==> src/rtl/hash_mailbox_pkg.sv <==
// Shared constants and state encoding for the SHA-256 result mailbox.
package hash_mailbox_pkg;

    localparam logic [3:0] OFF_WORD0 = 4'd0;
    localparam logic [3:0] OFF_CTRL  = 4'd8;

    localparam int CTRL_COMMIT = 0;
    localparam int CTRL_CLEAR  = 1;

    typedef enum logic [1:0] {
        COLLECT = 2'd0,
        DONE    = 2'd1,
        FAULT   = 2'd2
    } state_t;

endpackage

==> src/rtl/hash_mailbox.sv <==
// Snoops CPU stores to a 9-word region, stages eight digest words and presents
// the committed 256-bit digest to the display driver with a cycle count.
module hash_mailbox
    import hash_mailbox_pkg::*;
#(
    parameter logic [11:0] BASE_ADDR = 12'hF00,
    parameter int          CNT_W     = 32
) (
    input  logic             clock,
    input  logic             reset,
    input  logic             wren,
    input  logic [11:0]      address_dmem,
    input  logic [31:0]      data,
    output logic [255:0]     hash_value,
    output logic             finished,
    output logic             done_pulse,
    output logic             fault,
    output logic [7:0]       valid_mask,
    output logic [CNT_W-1:0] hash_cycles,
    output state_t           fsm_state
);

    // Handshake: none. The bus write is a single-cycle store qualified by wren;
    // this block only observes it and never stalls the RAM.

    state_t            state;
    state_t            state_next;
    logic [11:0]       rel_addr;
    logic [3:0]        offset;
    logic [2:0]        word_idx;
    logic              hit;
    logic              word_wr;
    logic              ctrl_wr;
    logic              do_clear;
    logic              do_commit;
    logic              do_fault;
    logic [31:0]       staging [8];
    logic [255:0]      staging_flat;
    logic [CNT_W-1:0]  cnt;

    // Addresses below BASE_ADDR wrap to large values and fall outside the window.
    assign rel_addr = address_dmem - BASE_ADDR;
    assign hit      = wren && (rel_addr <= 12'(OFF_CTRL));
    assign offset   = rel_addr[3:0];
    assign word_idx = 3'(offset - OFF_WORD0);
    assign word_wr  = hit && (offset < OFF_CTRL);
    assign ctrl_wr  = hit && (offset == OFF_CTRL);

    always_comb begin
        for (int i = 0; i < 8; i++) begin
            staging_flat[255 - 32*i -: 32] = staging[i];
        end
    end

    always_ff @(posedge clock or negedge reset) begin
        if (!reset) begin
            state <= COLLECT;
        end else begin
            state <= state_next;
        end
    end

    always_comb begin
        state_next = state;
        do_clear   = 1'b0;
        do_commit  = 1'b0;
        do_fault   = 1'b0;
        if (ctrl_wr) begin
            if (data[CTRL_CLEAR]) begin
                do_clear   = 1'b1;
                state_next = COLLECT;
            end else if (data[CTRL_COMMIT] && (state != FAULT)) begin
                if (valid_mask == 8'hFF) begin
                    do_commit  = 1'b1;
                    state_next = DONE;
                end else begin
                    do_fault   = 1'b1;
                    state_next = FAULT;
                end
            end
        end
    end

    always_ff @(posedge clock or negedge reset) begin
        if (!reset) begin
            for (int i = 0; i < 8; i++) begin
                staging[i] <= '0;
            end
            valid_mask <= '0;
        end else if (do_clear) begin
            for (int i = 0; i < 8; i++) begin
                staging[i] <= '0;
            end
            valid_mask <= '0;
        end else if (word_wr) begin
            staging[word_idx]    <= data;
            valid_mask[word_idx] <= 1'b1;
        end
    end

    // hash_value is a second buffer so staging can be refilled while DONE is shown.
    always_ff @(posedge clock or negedge reset) begin
        if (!reset) begin
            hash_value <= '0;
            finished   <= 1'b0;
            done_pulse <= 1'b0;
            fault      <= 1'b0;
        end else begin
            done_pulse <= do_commit;
            if (do_clear) begin
                finished <= 1'b0;
                fault    <= 1'b0;
            end else if (do_commit) begin
                hash_value <= staging_flat;
                finished   <= 1'b1;
            end else if (do_fault) begin
                fault <= 1'b1;
            end
        end
    end

    always_ff @(posedge clock or negedge reset) begin
        if (!reset) begin
            cnt <= '0;
        end else if (do_clear) begin
            cnt <= '0;
        end else if ((state == COLLECT) && (cnt != {CNT_W{1'b1}})) begin
            cnt <= cnt + {{(CNT_W-1){1'b0}}, 1'b1};
        end
    end

    assign hash_cycles = cnt;
    assign fsm_state   = state;

endmodule

==> config.mk <==
export PLATFORM = sky130hd
export DESIGN_NAME = hash_mailbox
export DESIGN_NICKNAME = d
export VERILOG_FILES = /design/src/rtl/hash_mailbox_pkg.sv /design/src/rtl/hash_mailbox.sv
export SDC_FILE = /design/constraint.sdc
export NUM_CORES = 1
export LEC_CHECK = 0
export ABC_AREA = 0
export ABC_CLOCK_PERIOD_IN_PS = 6500
export CAP_MARGIN = 20
export CORE_ASPECT_RATIO = 1.2
export CORE_MARGIN = 2
export CORE_UTILIZATION = 58
export CTS_CLUSTER_DIAMETER = 120
export CTS_CLUSTER_SIZE = 20
export DETAILED_ROUTE_END_ITERATION = 16
export GPL_ROUTABILITY_DRIVEN = 0
export PLACE_DENSITY = 0.89
export SLEW_MARGIN = 30
export SYNTH_ARGS = -nofsm -noshare
export SYNTH_HDL_FRONTEND = slang
export SYNTH_SLANG_ARGS = --single-unit
==> constraint.sdc <==
create_clock -name clock -period 6.5 [get_ports clock]
set_input_delay 1.95 -clock clock [delete_from_list [all_inputs] [get_ports clock]]
set_output_delay 1.95 -clock clock [all_outputs]
set_load 0.01 [all_outputs]
==> out/metrics.yaml, run 1 <==
synthTopCellsByArea: "dfrtp_1 (63%), mux2_2 (12%), mux2i_1 (12%)"
overflow: 0
path_class: "in -> reg"
status: "completed"
finalSetupViolations: 0
crit_arrival_ns: 5.23
async_flop_share: 1.00
p_per_area_mw_per_mm2: 229
die_h_um: 219
die_w_um: 183
yosysWarnings: 0
synthFlopType: "dfrtp_1"
h-tree-depth: 1
ctsResizeCount: 0
antenna_cells: 0
max_cap_violations: 0
grt_max_degree: 130
finalPower_w: 0.00617
synth_common_cells: "dfrtp_1 (557), nor2_1 (285), mux2i_1 (257)"
synth_most_common_cell: "dfrtp_1"
core_sq_mm: 0.0379
wl_per_cell_um: 22.4
synth_seq_cells: 557
yosysUniqueCellTypes: 49
yosysTopAreaCellShare: 0.625
clock-sinks: 557
die_area_sq_mm: 0.0400
multi_input_area_sq_mm: 0.00777
fin_cells: 2429
pre_cts_slack_ns: 1.23
ff_latch_area_sq_mm: 0.0139
grt_pass1_wl_um: 85600
fin_crit_ns: 4.75
grt_use_total: 0.274
muxShareOfSynthArea: 0.245
startpoint: "address_dmem[2]"
hold_viol_final: 0
synth_top_family_by_area: "multiplexers"
rows: 78
syn_area_sq_mm: 0.0223
dp_cells: 2395
viasPerCell: 5.83
synth_edf_count: 0
grt_pass1_vias: 14975
hp-start: "staging[17]$_DFFE_PN0P_"
clk_latency_ns: 0.60
synth_compound_area_frac: 0.0147
ant_nets: 0
hp-class: "reg -> reg"
critPathLaunchType: "primary input"
cts-buffers-inserted: 31
drv_slew: 0
rsz0062_at_grt: "false"
critPathMaxFanout: 98
timing.fmax_mhz: 211
dr.pass1.iters: 5
holdBufCountCts: 0
crit_path_end_kind: "flop"
io-pin-count: 348
timing.final.crit_share: 0.730
drive_gt1_frac: 0.162
synth_cells: 1676
worst-r2r-setup-slack_ns: 3.63
clkTransAtPathRegs_ns: 0.08
wl_um: 54300
syn_area_per_cell_sq_um: 13.3
nets: 1997
fin_hold_ws_ns: 0.485
area_growth_pct: 20.7
regToRegStartpoint: "hash_cycles[1]$_DFFE_PN0P_"
via_count: 14158
critical_path_required_ns: 6.98
cts_tree: "yes"
antenna_found_initial: 0
cts_setup_buffers: 0
skew_ns: 0.0109
max-clock-path-buffers: 3
dp_hpwl_um: 35000
worstMarginPinSlew_ns: 0.881
peakVddDrop_mv: 0.217
fin_ws_ns: 1.75
fillers: 2492
initial_core_util: 0.589
yosys.area.top_type: "dfrtp_1"
relSlewSlack: 0.412
syn-num-nets: 1724
final.setup.tns_ns: 0
synth_xor_area_frac: 0.00236
ys_seq_area_frac: 0.625
synthAdderAreaFrac: 0.000561
power_leakage_nw: 12.7
drt_iter0_drc: 999
route.detailed.drc: 0
root_buffer: "clkbuf_16"
synth-simple-area-share: 0.0843
portBuffers: 347
[worst max-delay path, cell delays in order]
cell,delay (ns)
clkdlybuf4s50_1,0.71
or4b_1,0.61
nor4_2,0.46
nand4_1,0.28
buf_12,0.30
buf_16,0.29
mux2_1,0.43
[cells by family after synthesis]
logic type	after synthesis
DFF	557
adders and majority gates	1
xor gates and xnor gates	6
buffers and inverters	137
muxes	513
AOI/OAI and AO/OA	56
and+or+nand+nor	406
[metal layers]
| metal | wire length (um) | global-route usage |
|---|---|---|
| met2 | 27100 | 0.465 |
| met4 | 2190 | 0.105 |
| met5 | 0 | 0 |
| met3 | 3580 | 0.0562 |
| met1 | 21400 | 0.350 |
[power by group]
part | internal [W] | switching, W
Sequential | 0.00354 | 0.000124
Clock | 0.000847 | 0.00106
Combinational | 0.000263 | 0.000334
Total | 0.00465 | 0.00152
[registers in the layout, summed over array words and instances (netlist names)]
register,count
fsm_state,2
finished,1
staging,256
fault,1
hash_cycles,32
valid_mask,8
hash_value,256
done_pulse,1
[cell usage in the layout (no fill, tap or decap), types with 2 or more instances in the layout]
master	Yosys	final
buf_12	0	7
and4_1	4	3
mux2_1	17	17
mux2i_1	257	257
inv_1	7	7
mux2_2	239	239
or3_1	14	14
xor2_1	5	5
nand2b_1	4	4
or2_2	3	3
a41oi_1	2	2
or3b_1	2	2
nor4_4	1	4
o21ai_0	17	17
nor4_2	5	2
nor2_1	285	285
nand3_1	14	14
buf_16	0	2
clkbuf_16	0	31
a32oi_1	2	2
nand4_1	12	12
o31ai_1	9	9
or4_1	11	11
dfrtp_1	557	557
nand2_1	24	24
a21oi_1	23	23
buf_4	5	14
and3_1	5	5
clkdlybuf4s50_1	0	346
nor3_1	5	5
nor3_4	2	5
[layout make-up]
| class | count | share of cell area |
|---|---|---|
| Sequential cell | 557 | 0.518 |
| Multi-Input combinational cell | 982 | 0.289 |
| Timing Repair Buffer | 370 | 0.140 |
| Clock buffer | 31 | 0.0288 |
| Tap cell | 480 | 0.0223 |
| Inverter | 7 | 0.000976 |
| Clock inverter | 2 | 0.000511 |
[per-stage QoR]
| stage | utilization | instance area (sq um) |
|---|---|---|
| 2_1_floorplan | - | 22300 |
| 3_3_place_gp | 0.688 | 26100 |
| 3_5_place_dp | 0.689 | 26100 |
| 4_1_cts | 0.710 | 26900 |
| 5_1_grt | 0.711 | 26900 |
| 6_report | 0.711 | 26900 |
[final timing paths]
check / endpoint / depth (start not counted)
max in group asynchronous: hash_value[152]$_DFFE_PN0P_ / 3
hold reg to reg: hash_value[17]$_DFFE_PN0P_ / 1
setup reg to reg: hash_cycles[20]$_DFFE_PN0P_ / 6
setup / recovery: hash_value[15]$_DFFE_PN0P_ / 7
hold / removal: hash_value[17]$_DFFE_PN0P_ / 1
min in group asynchronous: hash_cycles[4]$_DFFE_PN0P_ / 1
No activity file was read; power rests on OpenSTA's default activity.
==> run 2: changes to the inputs <==
Settings changed: ABC_CLOCK_PERIOD_IN_PS 6500 to 4730, CORE_UTILIZATION 58 to 54, PLACE_DENSITY 0.89 to 0.84.
Clock period 6.5 ns to 4.73 ns, I/O delays scaled along.
==> out/metrics.yaml, run 2 (synthesis results as in run 1) <==
grt_max_degree: 100
wl_per_cell_um: 21.4
clock-sinks: 557
peakVddDrop_mv: 0.304
startpoint: "address_dmem[9]"
final_common_cell: "dfrtp_1"
finalPower_w: 0.00848
path_cells: "clkdlybuf4s50_1 -> or3b_1 -> nor4_2 -> buf_4 -> nand4_1 -> buf_12 -> buf_12 -> mux2_2"
nets: 2015
multi_input_area_sq_mm: 0.00777
skew_ns: 0.0170
die_h_um: 227
critPathMaxFanout: 99
worstMarginPinSlew_ns: 0.836
slowest_delay_ns: 0.54
fin_hold_ws_ns: 0.498
final_cell_mix: "dfrtp_1 (557), clkdlybuf4s50_1 (346), nor2_1 (285)"
rsz0062_at_grt: "false"
antenna_found_initial: 0
critPathLaunchType: "primary input"
crit_path_end_kind: "flop"
ff_latch_area_sq_mm: 0.0139
max-clock-path-buffers: 3
rows: 81
ant_nets: 0
regToRegStartpoint: "fsm_state[1]$_DFFE_PN0P_"
drive_gt1_frac: 0.169
p_per_area_mw_per_mm2: 311
area_growth_pct: 22.2
cts_setup_buffers: 0
relSlewSlack: 0.443
cts_tree: "yes"
grt_pass1_vias: 14780
pre_cts_slack_ns: 0.525
dr.pass1.iters: 5
timing.fmax_mhz: 271
dp_hpwl_um: 35600
io-pin-count: 348
clkTransAtPathRegs_ns: 0.08
holdBufCountCts: 0
wl_um: 53700
antenna_cells: 0
initial_core_util: 0.547
h-tree-depth: 1
timing.final.crit_share: 0.781
max_cap_violations: 0
fin_crit_ns: 3.69
drt_iter0_drc: 772
status: "completed"
fin_ws_ns: 1.04
path_class: "in -> reg"
cpMostUsedCell: "buf_12"
grt_pass1_wl_um: 84100
ctsResizeCount: 0
drv_slew: 0
critical_path_required_ns: 5.21
grt_use_total: 0.250
via_count: 14066
viasPerCell: 5.61
die_w_um: 189
clk_latency_ns: 0.60
crit_arrival_ns: 4.17
root_buffer: "clkbuf_16"
portBuffers: 347
fillers: 2915
final.setup.tns_ns: 0
cts-buffers-inserted: 31
fin_util: 0.668
cp_slowest_cell: "or3b_1"
die_area_sq_mm: 0.0429
overflow: 0
finalSetupViolations: 0
power_leakage_nw: 12.8
route.detailed.drc: 0
hold_viol_final: 0
hp-class: "reg -> reg"
core_sq_mm: 0.0407
hp-start: "staging[17]$_DFFE_PN0P_"
==> run 2: cell count changes in the layout (fill, tap and decap cells not counted), sizes merged <==
| cell | change |
|---|---|
| buf | +18 |
==> run 2: where the power goes <==
group	internal, W	leakage [nW]	switching [W]
sequential	0.00487	7.66	0.000161
combinational	0.000368	4.78	0.000456
clock	0.00116	0.390	0.00146
total	0.00640	12.8	0.00208
==> run 2: worst max-delay path: cells and delay by family <==
family | cells | cell delay [ns]
buffers and inverters | 4 | 1.19
and+or+nand+nor | 3 | 0.97
muxes | 1 | 0.38
==> run 2: final cells by class <==
class                   instances  share of cell area
flip-flops and latches        557               0.512
repair buffers                388               0.148
inverters                       7            0.000965
multi-input cells             982               0.286
well taps                     539              0.0248
clock inverters                 2            0.000506
clock buffers                  31              0.0285
==> run 2: routing by layer <==
metal  wire length [um]  global-route usage  share of wire
met4               1590              0.0760          0.030
met1              21900               0.323           0.41
met3               3330              0.0497          0.062
met2              26800               0.428           0.50
met5                  0                   0              0
==> run 2: path summary, 6_finish.rpt <==
| kind | to | slack (ns) | cells past startpoint |
|---|---|---|---|
| max in group asynchronous | staging[145]$_DFFE_PN0P_ | 2.90 | 2 |
| min | hash_value[17]$_DFFE_PN0P_ | 0.50 | 1 |
| min in group asynchronous | hash_cycles[23]$_DFFE_PN0P_ | 0.86 | 1 |
| max reg2reg | hash_value[163]$_DFFE_PN0P_ | 2.02 | 6 |
| min reg2reg | hash_value[17]$_DFFE_PN0P_ | 0.50 | 1 |
| max | hash_value[163]$_DFFE_PN0P_ | 1.04 | 8 |
==> run 2: stage by stage <==
step                area [sq um]  cells
global route               27200   2506
floorplan                  22300   1676
finish                     27200   2506
CTS                        27200   2506
detailed placement         26400   2473
global placement           26400   2473
